==> config.mk <==
export PLATFORM = sky130hd
export DESIGN_NAME = debounce_flat
export DESIGN_NICKNAME = d
export VERILOG_FILES = /design/src/rtl/debounce_if.sv /design/src/rtl/debounce.sv /design/src/flat_wrapper.sv
export SDC_FILE = /design/constraint.sdc
export NUM_CORES = 1
export LEC_CHECK = 0
export CORE_MARGIN = 4
export CORE_UTILIZATION = 41
export CTS_BUF_LIST = sky130_fd_sc_hd__clkbuf_8
export DETAILED_ROUTE_END_ITERATION = 16
export PLACE_DENSITY = 0.63
export SYNTH_ARGS = -nofsm -noshare
export SYNTH_HDL_FRONTEND = slang
export SYNTH_SLANG_ARGS = --single-unit
export TNS_END_PERCENT = 100
==> constraint.sdc <==
create_clock -name clk -period 4.6 [get_ports clk]
set_input_delay 0.69 -clock clk [delete_from_list [all_inputs] [get_ports clk]]
set_output_delay 0.69 -clock clk [all_outputs]
set_load 0.02 [all_outputs]
==> src/rtl/debounce_if.sv <==
// -----------------------------------------------------------------------------
// debounce_if
//   Groups the button-facing signals of the debouncer.
//
//   Signals
//     btn_in     raw asynchronous button level, 1 = pressed (driven by master)
//     btn_out    debounced, registered level                (driven by slave)
//     btn_pulse  one-cycle strobe on an accepted press      (driven by slave,
//                present only when DEBOUNCE_PULSE_EN is defined)
//
//   Modports
//     master : the side that owns the raw button and consumes the clean level
//     slave  : the debouncer itself
//
//   Optional feature macro: DEBOUNCE_PULSE_EN
//
//   Handshake: there is no valid/ready pair. btn_in is a free-running level
//   sampled every clock; btn_out and btn_pulse are levels updated only on the
//   rising edge of clk and are always valid outside reset.
// -----------------------------------------------------------------------------
interface debounce_if;
    logic btn_in;
    logic btn_out;
`ifdef DEBOUNCE_PULSE_EN
    logic btn_pulse;

    modport master (output btn_in, input  btn_out, input  btn_pulse);
    modport slave  (input  btn_in, output btn_out, output btn_pulse);
`else
    modport master (output btn_in, input  btn_out);
    modport slave  (input  btn_in, output btn_out);
`endif
endinterface

==> src/rtl/debounce.sv <==
// -----------------------------------------------------------------------------
// debounce
//   Push-button debouncer. The raw button level is brought into the clk domain
//   through a two-flop synchroniser, then a four-state FSM only accepts a new
//   level after it has been seen for DEBOUNCE_CYCLES consecutive clocks.
//
//   Parameters
//     DEBOUNCE_CYCLES  stable cycles needed to accept a new level (>= 2)
//     CNT_W            stability counter width, 2**CNT_W > DEBOUNCE_CYCLES
//
//   Ports
//     clk      in   system clock, rising edge
//     rst      in   synchronous, active-high reset
//     bus      slave modport of debounce_if (btn_in / btn_out / btn_pulse)
//     state_o  out  current FSM state (debug observation)
//                   0 = ST_LOW, 1 = WAIT_HIGH, 2 = ST_HIGH, 3 = WAIT_LOW
//
//   Optional feature macro: DEBOUNCE_PULSE_EN
//     When defined, bus.btn_pulse is high for exactly one cycle after the edge
//     on which btn_out rises. No pulse is produced on release.
// -----------------------------------------------------------------------------
module debounce #(
    parameter int DEBOUNCE_CYCLES = 1_000_000,
    parameter int CNT_W           = 20
) (
    input  logic       clk,
    input  logic       rst,
    debounce_if.slave  bus,
    output logic [1:0] state_o
);

    typedef enum logic [1:0] {
        ST_LOW    = 2'd0,
        WAIT_HIGH = 2'd1,
        ST_HIGH   = 2'd2,
        WAIT_LOW  = 2'd3
    } state_t;

    // Last count value before acceptance; the WAIT state is entered with a
    // count of 1, so acceptance happens on the DEBOUNCE_CYCLES-th stable sample.
    localparam logic [CNT_W-1:0] CNT_LAST = CNT_W'(DEBOUNCE_CYCLES - 1);
    localparam logic [CNT_W-1:0] CNT_ONE  = CNT_W'(1);

    logic             s1_q;
    logic             s2_q;
    state_t           state_q;
    state_t           state_d;
    logic [CNT_W-1:0] cnt_q;
    logic [CNT_W-1:0] cnt_d;
    logic             btn_q;
    logic             btn_d;

    // Synchroniser: everything downstream looks only at s2_q.
    always_ff @(posedge clk) begin
        if (rst) begin
            s1_q <= 1'b0;
            s2_q <= 1'b0;
        end else begin
            s1_q <= bus.btn_in;
            s2_q <= s1_q;
        end
    end

    always_ff @(posedge clk) begin
        if (rst) begin
            state_q <= ST_LOW;
            cnt_q   <= '0;
            btn_q   <= 1'b0;
        end else begin
            state_q <= state_d;
            cnt_q   <= cnt_d;
            btn_q   <= btn_d;
        end
    end

    // Next-state logic. The counter is cleared on every state change, so it
    // can never exceed CNT_LAST and never wraps. Acceptance is checked before
    // anything else in a stable sample, so a level change arriving on the same
    // edge is seen by the new state on the following edge.
    always_comb begin
        state_d = state_q;
        cnt_d   = cnt_q;
        btn_d   = btn_q;
        unique case (state_q)
            ST_LOW: begin
                btn_d = 1'b0;
                if (s2_q) begin
                    state_d = WAIT_HIGH;
                    cnt_d   = CNT_ONE;
                end
            end
            WAIT_HIGH: begin
                if (!s2_q) begin
                    state_d = ST_LOW;
                    cnt_d   = '0;
                end else if (cnt_q == CNT_LAST) begin
                    state_d = ST_HIGH;
                    btn_d   = 1'b1;
                    cnt_d   = '0;
                end else begin
                    cnt_d = cnt_q + CNT_ONE;
                end
            end
            ST_HIGH: begin
                btn_d = 1'b1;
                if (!s2_q) begin
                    state_d = WAIT_LOW;
                    cnt_d   = CNT_ONE;
                end
            end
            WAIT_LOW: begin
                if (s2_q) begin
                    state_d = ST_HIGH;
                    cnt_d   = '0;
                end else if (cnt_q == CNT_LAST) begin
                    state_d = ST_LOW;
                    btn_d   = 1'b0;
                    cnt_d   = '0;
                end else begin
                    cnt_d = cnt_q + CNT_ONE;
                end
            end
            default: begin
                state_d = ST_LOW;
                cnt_d   = '0;
                btn_d   = 1'b0;
            end
        endcase
    end

    assign bus.btn_out = btn_q;
    assign state_o     = state_q;

`ifdef DEBOUNCE_PULSE_EN
    logic pulse_q;
    logic pulse_d;

    // Registered together with btn_q, so the strobe lines up with the cycle
    // in which btn_out first reads 1.
    always_comb begin
        pulse_d = (state_q == WAIT_HIGH) && s2_q && (cnt_q == CNT_LAST);
    end

    always_ff @(posedge clk) begin
        if (rst) begin
            pulse_q <= 1'b0;
        end else begin
            pulse_q <= pulse_d;
        end
    end

    assign bus.btn_pulse = pulse_q;
`endif

endmodule

==> src/flat_wrapper.sv <==
// flat-port wrapper written by rule: the top's interface ports become plain ports
module debounce_flat 
#(
    parameter int DEBOUNCE_CYCLES = 1_000_000,
    parameter int CNT_W           = 20
)
  (clk, rst, state_o, bus_btn_in, bus_btn_out);
  debounce_if bus_i ();
  input  logic clk;
  input  logic rst;
  output logic [1:0] state_o;
  input wire logic [$bits(bus_i.btn_in)-1:0] bus_btn_in;
  output wire logic [$bits(bus_i.btn_out)-1:0] bus_btn_out;
  assign bus_i.btn_in = bus_btn_in;
  assign bus_btn_out = bus_i.btn_out;
  debounce #(.DEBOUNCE_CYCLES(DEBOUNCE_CYCLES), .CNT_W(CNT_W)) u_core (.clk(clk), .rst(rst), .bus(bus_i), .state_o(state_o));
endmodule
### Yosys cells after proc, flatten, opt, wreduce, memory -nomap -nowiden

Index checks and enable logic that the tools add are counted.

| word-level totals | value |
|---|---|
| register bits | 25 |
| input port bits | 3 |
| output and inout port bits | 3 |
| logic and storage cells | 40 |

| cells by class | value |
|---|---|
| add/sub/neg operators | 1 |
| equal/unequal tests | 12 |
| multiplexer cells | 18 |
| reductions and logical operators | 4 |

Operators by type and width:

| operator | number |
|---|---|
| 2-to-1 mux 20 bit | 5 |
| case mux 20 bit (4 select lines) | 1 |
| adder 20 x 1 -> 20 bit (second input constant) | 1 |
| equality test 20 bit (second input constant) | 1 |
| 2-to-1 mux 2 bit | 6 |
| inequality test 2 x 1 -> 1 bit (second input constant) | 4 |
| case mux 2 bit (4 select lines) | 1 |
| AND reduction 4 bit | 2 |
| equality test 2 bit (second input constant) | 2 |
| 2-to-1 mux 1 bit | 4 |
| inequality test 2 bit (second input constant) | 2 |
| case mux 1 bit (4 select lines) | 1 |
| inequality test 3 x 1 -> 1 bit (second input constant) | 1 |
| inequality test 3 bit (second input constant) | 1 |
| equality test 2 x 1 -> 1 bit (second input constant) | 1 |
| logical NOT 2 bit | 1 |
| AND reduction 2 bit | 1 |

### Longest topological paths before layout

Gate-level depths: netlist (run 1).

| logic depth | value |
|---|---|
| depth after elaboration | 4 |
| depth in mapped cells | 9 |
| depth with buffers taken out | 7 |

### Worst setup path before layout (run 1)

Ideal clock, no wire load.

| timing | value |
|---|---|
| path type | reg2reg |
| from | reg u_core.state_q[0] (netlist: u_core.state_o[0]) |
| to | reg u_core.cnt_q[8] |
| arrival time | 1.845 ns |
| setup slack | 2.638 ns |
| cell stages (with the launch flop) | 9 |
| period minus slack after synthesis | 1.962 ns |
| cells stage by stage | dfxtp_1 -> inv_1 -> ha_1 -> mux2i_1 -> or2_2 -> buf_1 -> nand2_1 -> a21oi_1 -> nor2_1 |

| between the ends | value |
|---|---|
| longest elaborated chain between the ends | 3 |
| elaborated cells on any way between the ends | 8 |
| classes of those cells | eq/ne: 5; mux: 1; reduce/logical: 2 |

RTL lines:

| element | line | source |
|---|---|---|
| start, declared | debounce.sv:46 | `state_t state_q;` |
| start signal, assigned | debounce.sv:70 | `state_q <= state_d;` |
| equality test 2 bit or logical NOT 2 bit (tied branches) | debounce.sv:84 | `unique case (state_q)` |
| inequality test 2 bit (no line) or inequality test 2 x 1 -> 1 bit (tied branches) | -- |  |
| AND reduction 2 bit (no line) | -- |  |
| end signal, assigned | debounce.sv:71 | `cnt_q <= cnt_d;` |
| end, declared | debounce.sv:48 | `logic [CNT_W-1:0] cnt_q;` |

Several ways; a longest one is shown, not always the timed one.
A chain may end at the register's enable or synchronous reset.

==> results of run 1 <==
-- through the flow --
| step | total power [W] | cells | util, % | hold WS, ps | setup slack [ps] |
|---|---|---|---|---|---|
| 2_1_floorplan | 0.000278 | 160 | - | 414 | 2640 |
| 3_3_place_gp | 0.000295 | 201 | 46.0 | 452 | 1830 |
| 3_5_place_dp | 0.000296 | 201 | 46.0 | 466 | 1740 |
| 4_1_cts | 0.000428 | 205 | 47.4 | 474 | 2030 |
| 5_1_grt | 0.000446 | 205 | 47.4 | 481 | 1850 |
| 6_report | 0.000424 | 205 | 47.4 | 468 | 2020 |
-- area by class of cell --
type	instances	area (um2)	share of cell area [%]
repair buffers	5	50.0	3.35
well taps	44	55.1	3.69
flip-flops and latches	25	500	33.5
clock buffers	3	41.3	2.76
clock inverters	1	3.75	0.251
inverters	5	18.8	1.26
multi-input cells	122	825	55.2
-- registers in the layout (all words and copies together), names as in the netlist, named ones only --
signal / flops
u_core.bus.btn_out: 1
u_core.s2_q: 1
u_core.state_o: 1
u_core.cnt_q: 20
u_core.s1_q: 1
-- cells in the final DEF, fill, tap and decap left out, drive strengths merged, types with 2 or more instances in the layout --
cell and instances:
dfxtp 25, a21oi 16, nand2 12, a31oi 12, nor2 11, nand3 9
nand4 7, mux2i 7, inv 6, and4 6, ha 5, clkdlybuf4s50 5
and3 4, o21ai 4, a21o 3, a22o 3, nor2b 3, clkbuf 3
nor3 3, xnor2 2, or2b 2
-- worst max-delay path, cell delays in order --
cell,delay [ps]
clkdlybuf4s50_1,620
a211oi_4,1010
or2b_1,300
a31oi_1,160
-- path summary, 6_finish.rpt --
| check | startpoint | endpoint | depth (start not counted) |
|---|---|---|---|
| hold reg to reg | u_core.s1_q | u_core.s2_q | 1 |
| setup / recovery | rst | u_core.cnt_q[2] | 4 |
| hold / removal | u_core.s1_q | u_core.s2_q | 1 |
| setup reg to reg | u_core.cnt_q[0] | u_core.cnt_q[2] | 6 |
-- kinds of logic (layout without fill, tap and decap cells) --
family	count (synthesis)	after routing
AOI/OAI and AO/OA	43	43
xor gates and xnor gates	2	2
adders and majority gates	5	5
buffers and inverters	13	14
DFF	25	25
muxes	7	7
and+or+nand+nor	65	65
-- report_power, final --
part           switching, W  internal [W]   total, W  leakage, nW
Sequential       0.00000783      0.000222   0.000230        0.202
Clock             0.0000725     0.0000599   0.000132       0.0269
Combinational     0.0000366     0.0000250  0.0000616        0.286
Total              0.000117      0.000307   0.000424        0.516
-- layer usage --
| metal | part of all wire [%] | vias to the layer above | wire length (um) |
|---|---|---|---|
| met2 | 45 | 26 | 1280 |
| met4 | 0.82 | 0 | 23 |
| met1 | 50 | 543 | 1410 |
| li1 | - | 600 | - |
| met5 | 0 | - | 0 |
| met3 | 3.9 | 2 | 111 |
==> out/qor.csv, run 1 <==
stage,metric,value,unit
routing,routed_wl,2820,um
cts,clockBufferDepth,2,
sta,fmax,0.387,GHz
yosys,netlist.area_leader.share,35.9,%
global_route,grt.total_usage,14.7,%
yosys,ys_ff_latch,25,
floorplanning,start_util,44.2,%
global_route,grt_pass1_wl,5050,um
finish,fin_nets,170,
routing,antenna_left,0,
yosys,syn_nets,168,
global_route,gr-usage-met1,20.4,%
cts,cts_hold_buf,0,
sta,min_period,2580,ps
yosys,synth_area_per_cell,8.72,um2
cts,cts-resized-gates,0,
global_route,grt_max_degree,33,
yosys,synth_commonest_cells,"dfxtp_1, a21oi_1, a31oi_1, nand2_1, nor2_1",
yosys,yosysTopAreaCell,dfxtp_1,
yosys,yosysMostFrequentCell,dfxtp_1,
floorplanning,die_w,66.3,um
yosys,synth-seq-area-share,35.9,%
global_route,antenna_found_initial,0,
yosys,synth_edf_count,0,
worst_setup_path,worstPathMaxFanout,32,
global_route,grt_overflow_total,0,
finish,syn_to_final_growth,7.09,%
worst_setup_path,cp.arrival,2780,ps
cts,cts_tree,yes,
sta,relSlewSlack,24.2,%
floorplanning,ioPinCount,6,
sta,tightest_slew,1130,ps
finish,drive_above_1_share,8.70,%
cts,numCtsBuffers,3,
sta,finClkSkew,6.46,ps
routing,via_per_inst,5.71,
floorplanning,core,3150,um2
yosys,synth_area_leaders,"dfxtp_1, a21oi_1, a31oi_1",
sta,finalHoldViolations,0,
hold_path,hold_class,reg -> reg,
sta,period_share,56.2,%
routing,vias,1171,
cts,htreeDepth,1,
global_route,grt_pass1_vias,1127,
cts,clk_latency,270,ps
finish,final_area,1490,um2
worst_setup_path,worstSetupEndpointType,flip-flop,
yosys,synth-main-ff-cell,dfxtp_1,
yosys,yosys.area_share.adder,4.48,%
sta,fin_tns_setup,0,ps
cts,cts-root-buf,clkbuf_8,
yosys,yosys_warnings,0,
status,run_status,"finished, final reports clean",
floorplanning,rows,20,
flow_run,cap_violations,0,
floorplanning,dieArea,4400,um2
cts,clk_pin_slew,90,ps
yosys,syn_inst,160,
finish,fillers,321,
yosys,synth_xor_area_share,1.26,%
yosys,synth_compound_gate_area_share,20.1,%
placement,gp_congestion,0.824,
yosys,yosysUniqueCellTypes,41,
placement,dpl.hpwl,1990,um
pwr,ir_drop,0.000136,V
worst_setup_path,rrSetupSlack,2060,ps
finish,diodes,0,
worst_setup_path,worst_setup_path_start_kind,input port,
cts,cts_sinks,25,
yosys,synth_mux_area_share,5.02,%
floorplanning,die_h,66.3,um
placement,portBuffers,5,
routing,drt-initial-drc-count,48,
routing,drt-pass1-iter-count,4,
yosys,synth_top_family_by_area,simple AND/OR/NAND/NOR gates,
sta,setup_violations,0,
global_route,top_usage_layer,met2,
sta,drv_slew,0,
pwr,p_per_area,284,nW/um2
global_route,met2_usage,23.0,%
yosys,syn_area,1400,um2
sta,rsz0062_at_grt,false,
global_route,grt_util_met3,2.04,%
worst_setup_path,worst-setup-path-type,in -> reg,
worst_setup_path,cp.required,4800,ps
routing,drc_errors,0,
routing,routedWlPerCell,13.8,um
placement,placed_area,1450,um2
yosys,async_reset_ff_share,0,%
yosys,yosys.area_share.simple,28.3,%
pwr,cellLeakagePower,0.516,nW
cts,postCtsSetupBuffers,0,
(Power assumes the default switching activity.)
==> inputs of run 2 (changes only) <==
==> constraint.sdc (replaced) <==
create_clock -name clk -period 2.6 [get_ports clk]
set_input_delay 0.39 -clock clk [delete_from_list [all_inputs] [get_ports clk]]
set_output_delay 0.39 -clock clk [all_outputs]
set_load 0.02 [all_outputs]
==> out/qor.csv, run 2 (same netlist as run 1, synthesis figures left out) <==
stage,metric,value,unit,change
routing,antenna_left,0,,unchanged
cts,htreeDepth,1,,unchanged
cts,clk_latency,270,ps,about the same
placement,placed_area,1480,um2,was 1450 um2
sta,finClkSkew,8.69,ps,was 6.46 ps
sta,finalHoldViolations,0,,unchanged
routing,routedWlPerCell,13.5,um,was 13.8 um
global_route,grt_pass1_wl,4970,um,was 5050 um
hold_path,hold_class,reg -> reg,,unchanged
placement,portBuffers,5,,unchanged
finish,fin_util,48.5,%,was 47.4%
sta,min_period,2080,ps,
finish,layout_common_cells,"dfxtp_1, a21oi_1, nand2_1, a31oi_1, nor2_1",,unchanged
cts,numCtsBuffers,3,,unchanged
worst_setup_path,worstPathMaxFanout,32,,unchanged
sta,relSlewSlack,51.8,%,was 24.2%
global_route,grt_pass1_vias,1075,,was 1127
floorplanning,ioPinCount,6,,unchanged
global_route,grt_overflow_total,0,,unchanged
routing,drc_errors,0,,unchanged
worst_setup_path,worst_setup_path_start_kind,flip-flop,,was input port
worst_setup_path,reg2regPathDepth,8,,was 6
routing,drt-pass1-iter-count,4,,unchanged
flow_run,cap_violations,0,,unchanged
cts,cts_hold_buf,0,,unchanged
worst_setup_path,worstSetupEndpointType,flip-flop,,unchanged
finish,largest_register,u_core.cnt_q,,unchanged
sta,period_share,80.0,%,
floorplanning,die_w,66.3,um,unchanged
pwr,finalPower,0.000761,W,was 0.000424 W
floorplanning,start_util,44.2,%,unchanged
sta,fin_tns_setup,0,ps,unchanged
routing,drt-initial-drc-count,42,,was 48
worst_setup_path,timing.rr.end,u_core.cnt_q[15],,was u_core.cnt_q[2]
sta,fmax,0.481,GHz,
sta,tightest_slew,720,ps,was 1130 ps
floorplanning,die_h,66.3,um,unchanged
pwr,p_per_area,498,nW/um2,was 284 nW/um2
finish,fin_nets,174,,was 170
cts,clk_pin_slew,100,ps,was 90 ps
worst_setup_path,cp.arrival,2280,ps,was 2780 ps
global_route,grt.total_usage,14.4,%,was 14.7%
worst_setup_path,worst-setup-path-type,reg -> reg,,was in -> reg
floorplanning,rows,20,,unchanged
worst_setup_path,rrSetupSlack,520,ps,was 2060 ps
cts,cts_sinks,25,,unchanged
global_route,grt_max_degree,33,,unchanged
finish,drive_above_1_share,11.5,%,was 8.70%
cts,cts-root-buf,clkbuf_8,,unchanged
finish,diodes,0,,unchanged
finish,syn_to_final_growth,9.51,%,was 7.09%
finish,fin_cells,209,,was 205
placement,dpl.hpwl,2020,um,was 1990 um
sta,drv_slew,0,,unchanged
floorplanning,core,3150,um2,unchanged
worst_setup_path,cp.required,2800,ps,was 4800 ps
hold_path,min_delay_worst_endpoint,u_core.s2_q,,unchanged
hold_path,hold_start,u_core.s1_q,,unchanged
placement,gp_congestion,0.753,,was 0.824
hold_path,hold_depth,1,,unchanged
floorplanning,dieArea,4400,um2,unchanged
cts,clockBufferDepth,2,,unchanged
cts,cts_tree,yes,,unchanged
finish,final_area,1530,um2,was 1490 um2
placement,post-place-cells,205,,was 201
routing,via_per_inst,5.62,,was 5.71
finish,layout_commonest_cell,dfxtp_1,,unchanged
cts,postCtsSetupBuffers,0,,unchanged
finish,largest_reg_flops,20,,unchanged
status,run_status,"finished, final reports clean",,unchanged
worst_setup_path,timing.rr.start,u_core.state_o[0],,was u_core.cnt_q[0]
sta,setup_violations,0,,unchanged
global_route,antenna_found_initial,0,,unchanged
sta,rsz0062_at_grt,false,,unchanged
routing,vias,1174,,was 1171
pwr,ir_drop,0.000241,V,was 0.000136 V
pwr,cellLeakagePower,0.531,nW,was 0.516 nW
routing,routed_wl,2820,um,about the same
cts,cts-resized-gates,0,,unchanged
## run 2: worst max-delay path by stage
stage / startpoint / end / slack [ps] / depth (start not counted)
floorplan: u_core.state_o[0] / u_core.cnt_q[8] / 640 / 8
global placement: u_core.state_o[0] / u_core.cnt_q[15] / 610 / 8
detailed placement: u_core.state_o[0] / u_core.cnt_q[2] / 560 / 8
CTS: u_core.state_o[0] / u_core.cnt_q[15] / 540 / 8
global route: u_core.state_o[0] / u_core.cnt_q[15] / 340 / 8
finish: u_core.state_o[0] / u_core.cnt_q[15] / 520 / 8
## run 2: metrics by stage
step                      setup WS (ps)  hold WS (ps)
after floorplan                     638           414
after global placement              607           416
after detailed placement            558           426
after CTS                           541           449
after global routing                343           477
final                               521           445
## run 2: cell type report
class	instances	area [um2]
Fill cell	322	1630
Multi-Input combinational cell	122	825
Sequential cell	25	500
Timing Repair Buffer	9	80.1
Tap cell	44	55.1
Clock buffer	3	41.3
Inverter	5	18.8
Clock inverter	1	7.51
## run 2: layer usage
metal	track usage (%)	share of wire [%]
met1	19.7	49
met4	4.06	0.67
met3	3.06	3.9
met2	22.4	46
met5	0	0
## run 2: where the power goes
group	internal (W)	switching, W
Sequential	0.000393	0.0000130
Combinational	0.0000494	0.0000673
Clock	0.000109	0.000129
Total	0.000551	0.000209
## run 2: worst max-delay path, stage by stage, from the launching register on
cell      delay (ps)
dfxtp_1          460
inv_1            110
ha_1             220
nor3b_1          170
a31oi_1          110
a211oi_4         190
buf_4            330
or2b_1           270
a31oi_1          150
==> RTL edit 1: new RTL, config.mk and constraints of run 1 <==
`CNT_W` is set to 20 in 2 places; all go to 40.
--- a/src/rtl/debounce.sv
+++ b/src/rtl/debounce.sv
@@ -21,7 +21,7 @@
 // -----------------------------------------------------------------------------
 module debounce #(
     parameter int DEBOUNCE_CYCLES = 1_000_000,
-    parameter int CNT_W           = 20
+    parameter int CNT_W           = 40
 ) (
     input  logic       clk,
     input  logic       rst,
--- a/src/flat_wrapper.sv
+++ b/src/flat_wrapper.sv
@@ -2,7 +2,7 @@
 module debounce_flat 
 #(
     parameter int DEBOUNCE_CYCLES = 1_000_000,
-    parameter int CNT_W           = 20
+    parameter int CNT_W           = 40
 )
   (clk, rst, state_o, bus_btn_in, bus_btn_out);
   debounce_if bus_i ();
Behaviour: same outputs for any inputs over 10 cycles, from zero or initial values and one cycle with rst high; that may be too few to reach the edited logic, so the function may still have changed.
==> RTL edit 1 against run 1 <==
  * Design area up 90%
  * Hold slack lost 0.030 ns
  * First-iteration DRC count grew to 4.1 times the old value
  * Power is 73% higher
  * Critical endpoint is now u_core.cnt_q[18]
  * Highest routed layer unchanged
  * Final cell count rose by 97%
  * Routed wire length increased to 2.5 times the old value
  * Critical path type is now register to register
  * Setup slack got worse by 0.21 ns
  * Synthesized area rose by 93%
  * Sequential cell count is 20 higher
==> RTL edit 1: results (changes against run 1) <==
[outcome]
run_status = complete, no violations

[yosys]
syn_area_per_cell_sq_um = 8.07  ; -7.4%
synth.distinct_cells = 52  ; +27%
yosys-top-cells-area = dfxtp_1 33%, a31oi_1 6.3%, nand2_1 5.0%
synthTopCellsByCount = 45 x dfxtp_1, 36 x nand2_1, 27 x a31oi_1
synth_seq_area_share_pct = 33.4  ; -2.5 points

[critical_path]
r2r_slack_ns = 1.81  ; -0.25 ns
critPathSlowestCell = or4_4
cp-start-kind = register
worst-path-max-fanout = 47  ; +47%
r2r_end = u_core.cnt_q[18]
arrival_ns = 2.95  ; +0.17 ns

[clock_tree]
clk-insertion-delay-late_ns = 0.30  ; +0.03 ns
ctsHtreeMaxLevel = 2  ; +1
numCtsBuffers = 5  ; +2

[global_route]
grt_pass1_vias = 2326  ; +110%
grt_max_degree = 48  ; +45%
grt_first_pass_wirelength_um = 11600  ; +130%
grtUsageTotal_pct = 18.4  ; +3.7 points

[place]
dpl-instance-area_sq_um = 2760  ; +90%
gp_congestion = 0.792  ; -3.9%
dp_cells = 396  ; +97%
dp_hpwl_um = 4820  ; +140%

[timing]
worst_pin_slew_ns = 1.06  ; -0.0780 ns
skew_ns = 0.0107  ; +0.00423 ns

[route]
drt_iter0_markers = 196  ; +310%
drtPass1Iterations = 4  ; unchanged
vias_per_cell = 6.37  ; +12%

[pwr]
ir_drop_uv = 143  ; +4.7%
leakage_nw = 0.818  ; +59%

[final_layout]
instances_no_fill = 403  ; +97%

[RTL edit 1: cell types whose count changed in the layout (fill, tap and decap cells not counted), sizes merged, moves of 6 or more]
cell   change
nand2     +24
and3       +6
nand3     +14
a31oi     +15
a21oi     -10
nor4      +12
a41oi      +7
dfxtp     +20
or4        +6
or3        +8
nand4     +12
[RTL edit 1: worst max-delay path: cells and delay by family (launching register included)]
| family | cells | cell delay [ns] |
|---|---|---|
| AO/OA/AOI/OAI | 2 | 0.75 |
| adder cells (fa/ha/maj) | 1 | 0.23 |
| flip-flops | 1 | 0.40 |
| AND/OR/NAND/NOR | 3 | 1.28 |
[RTL edit 1: layer usage]
| metal | vias up | wire (um) | global-route usage [%] |
|---|---|---|---|
| met5 | - | 0 | 0 |
| met4 | 0 | 81 | 4.47 |
| met3 | 7 | 370 | 3.04 |
| met2 | 49 | 3110 | 28.1 |
| met1 | 1216 | 3530 | 26.9 |
| li1 | 1296 | - | - |
[RTL edit 1: per-stage QoR]
stage	util (%)	hold slack (ns)	setup WS (ns)
after floorplan	-	0.414	2.44
after CTS	44.8	0.442	1.80
final	44.8	0.438	1.81
after global placement	43.4	0.419	1.84
after global routing	44.8	0.462	1.66
after detailed placement	43.4	0.424	1.79
[RTL edit 1: cells by family after synthesis]
| family | synth area share (%) |
|---|---|
| compound gates | 20.7 |
| buf+inv | 5.20 |
| flops | 33.4 |
| simple gates | 34.0 |
| fa+ha+maj | 2.32 |
| xor+xnor | 0.975 |
| mux | 3.48 |
[RTL edit 1: area by class of cell]
cell class / instances / area [sq um]
Fill cell: 626 / 3510
Multi-Input combinational cell: 258 / 1660
Sequential cell: 45 / 901
Tap cell: 77 / 96.3
Clock buffer: 6 / 82.6
Timing Repair Buffer: 8 / 72.6
Inverter: 8 / 30.0
Clock inverter: 1 / 3.75
[RTL edit 1: how the worst min path moves through the flow]
stage / depth (start not counted) / endpoint
after floorplan: 1 / u_core.s2_q
after CTS: 1 / u_core.s2_q
after global routing: 1 / u_core.s2_q
after global placement: 1 / u_core.s2_q
after detailed placement: 1 / u_core.s2_q
final: 1 / u_core.s2_q
[RTL edit 1: power breakdown]
part | leakage, nW | switching, mW | internal, mW | total (mW)
logic | 0.406 | 0.0523 | 0.0293 | 0.0816
clock network | 0.0485 | 0.133 | 0.117 | 0.250
registers | 0.364 | 0.00721 | 0.396 | 0.403
==> RTL edit 2: new RTL, flow settings as in run 1 <==
Without the edit above. Register the output `state_o` once more, cleared by the reset; this adds one clock of latency there. The other outputs are not delayed to match.
--- a/src/rtl/debounce.sv
+++ b/src/rtl/debounce.sv
@@ -129,7 +129,13 @@
     end
 
     assign bus.btn_out = btn_q;
-    assign state_o     = state_q;
+    always_ff @(posedge clk) begin
+        if (rst) begin
+            state_o <= '0;
+        end else begin
+            state_o <= state_q;
+        end
+    end
 
 `ifdef DEBOUNCE_PULSE_EN
     logic pulse_q;
Formal check against the unedited RTL: not equivalent (Yosys sat finds a counterexample within 4 cycles, from zero or initial values and one cycle with rst high).
==> RTL edit 2 against run 1 <==
  * Setup slack gained 0.22 ns
  * Global-route usage grew 0.60 points
  * Routed wire length grew 15%
  * Sequential cell count grew 2
  * Sequential share of layout area grew 0.33 points
  * Critical path depth is the same
  * Synthesized area grew 7.0%
  * Power grew 12%
  * Sequential power grew 9.6%
  * Clock skew shrank 0.0028 ns
  * Final cell count grew 11%
  * Design area grew 7.0%
  * First-iteration DRC count grew 52%
  * Largest power group unchanged
==> RTL edit 2: results (changes against run 1) <==
[global_route]
grt_max_degree = 27  ; -18%
grt_first_pass_wirelength_um = 5530  ; +9.6%
globalRouteMet3Util_pct = 1.97  ; -0.070 points

[timing]
skew_ns = 0.00366  ; -0.00280 ns
worst_pin_slew_ns = 0.960  ; -0.174 ns

[place]
gp_congestion = 0.817  ; -0.86%
dpl-instance-area_sq_um = 1550  ; +7.1%

[critical_path]
cp_top_family = buffers and inverters
crit_end = u_core.cnt_q[16]
r2r_end = u_core.cnt_q[0]
critPathSlowestCell = clkdlybuf4s50_1
arrival_ns = 2.57  ; -0.21 ns
slowest_delay_ns = 0.90  ; -0.11 ns
r2r_slack_ns = 2.47  ; +0.41 ns

[route]
drt_wl_total_um = 3230  ; +15%
drt_iter0_markers = 73  ; +52%
vias_per_cell = 5.86  ; +2.6%
wl_met1_um = 1490  ; +5.5%
wl_met3_um = 89  ; -20%

[final_layout]
drive_gt1_share_pct = 4.95  ; -3.8 points

[pwr]
leakage_nw = 0.512  ; -0.65%
ir_drop_uv = 121  ; -11%

[yosys]
synth_seq_area_share_pct = 36.2  ; +0.34 points
yosys-top-cells-area = dfxtp_1 36%, nand3_1 7.4%, a31oi_1 5.0%
synthTopCellsByCount = 27 x dfxtp_1, 22 x nand3_1, 20 x nand2_1

[outcome]
run_status = complete, no violations

RTL edit 2: worst min-delay path by stage:
stage,cells past startpoint,start,slack [ns],end
after floorplan,1,u_core.s1_q,0.41,u_core.s2_q
after global placement,1,u_core.s1_q,0.44,u_core.s2_q
after detailed placement,1,u_core.s1_q,0.46,u_core.s2_q
after CTS,1,u_core.s1_q,0.47,u_core.s2_q
after global routing,1,u_core.s1_q,0.49,u_core.s2_q
final,1,u_core.s1_q,0.47,u_core.s2_q
RTL edit 2: area by class of cell:
type / count / area, sq um
clock buffer: 3 / 41.3
clock inverter: 1 / 5.00
fill: 345 / 1820
inverter: 5 / 18.8
multi-input combinational: 140 / 877
sequential: 27 / 541
tap: 46 / 57.6
timing repair buffer: 6 / 57.6
RTL edit 2: kinds of logic (layout without fill, tap and decap cells):
family	count (synthesis)	count (layout)	synth area share, %
and+or+nand+nor	95	95	35.2
muxes	5	5	3.52
adders and majority gates	5	5	4.19
DFF	27	27	36.2
AOI/OAI and AO/OA	35	35	15.8
buffers and inverters	15	15	5.03
RTL edit 2: through the flow:
step | hold slack, ns | power (mW) | std cells | utilization (%) | setup WS (ns)
after floorplan | 0.414 | 0.316 | 182 | - | 2.72
after global placement | 0.438 | 0.337 | 224 | 45.4 | 2.05
after detailed placement | 0.456 | 0.340 | 224 | 45.4 | 1.97
after CTS | 0.474 | 0.478 | 228 | 46.8 | 2.26
after global routing | 0.491 | 0.494 | 228 | 46.8 | 2.12
final | 0.470 | 0.474 | 228 | 46.8 | 2.24
RTL edit 2: where the power goes:
part	total, mW	switching (mW)	internal [mW]
Combinational	0.0837	0.0531	0.0306
Sequential	0.252	0.00920	0.243
Clock	0.138	0.0769	0.0608
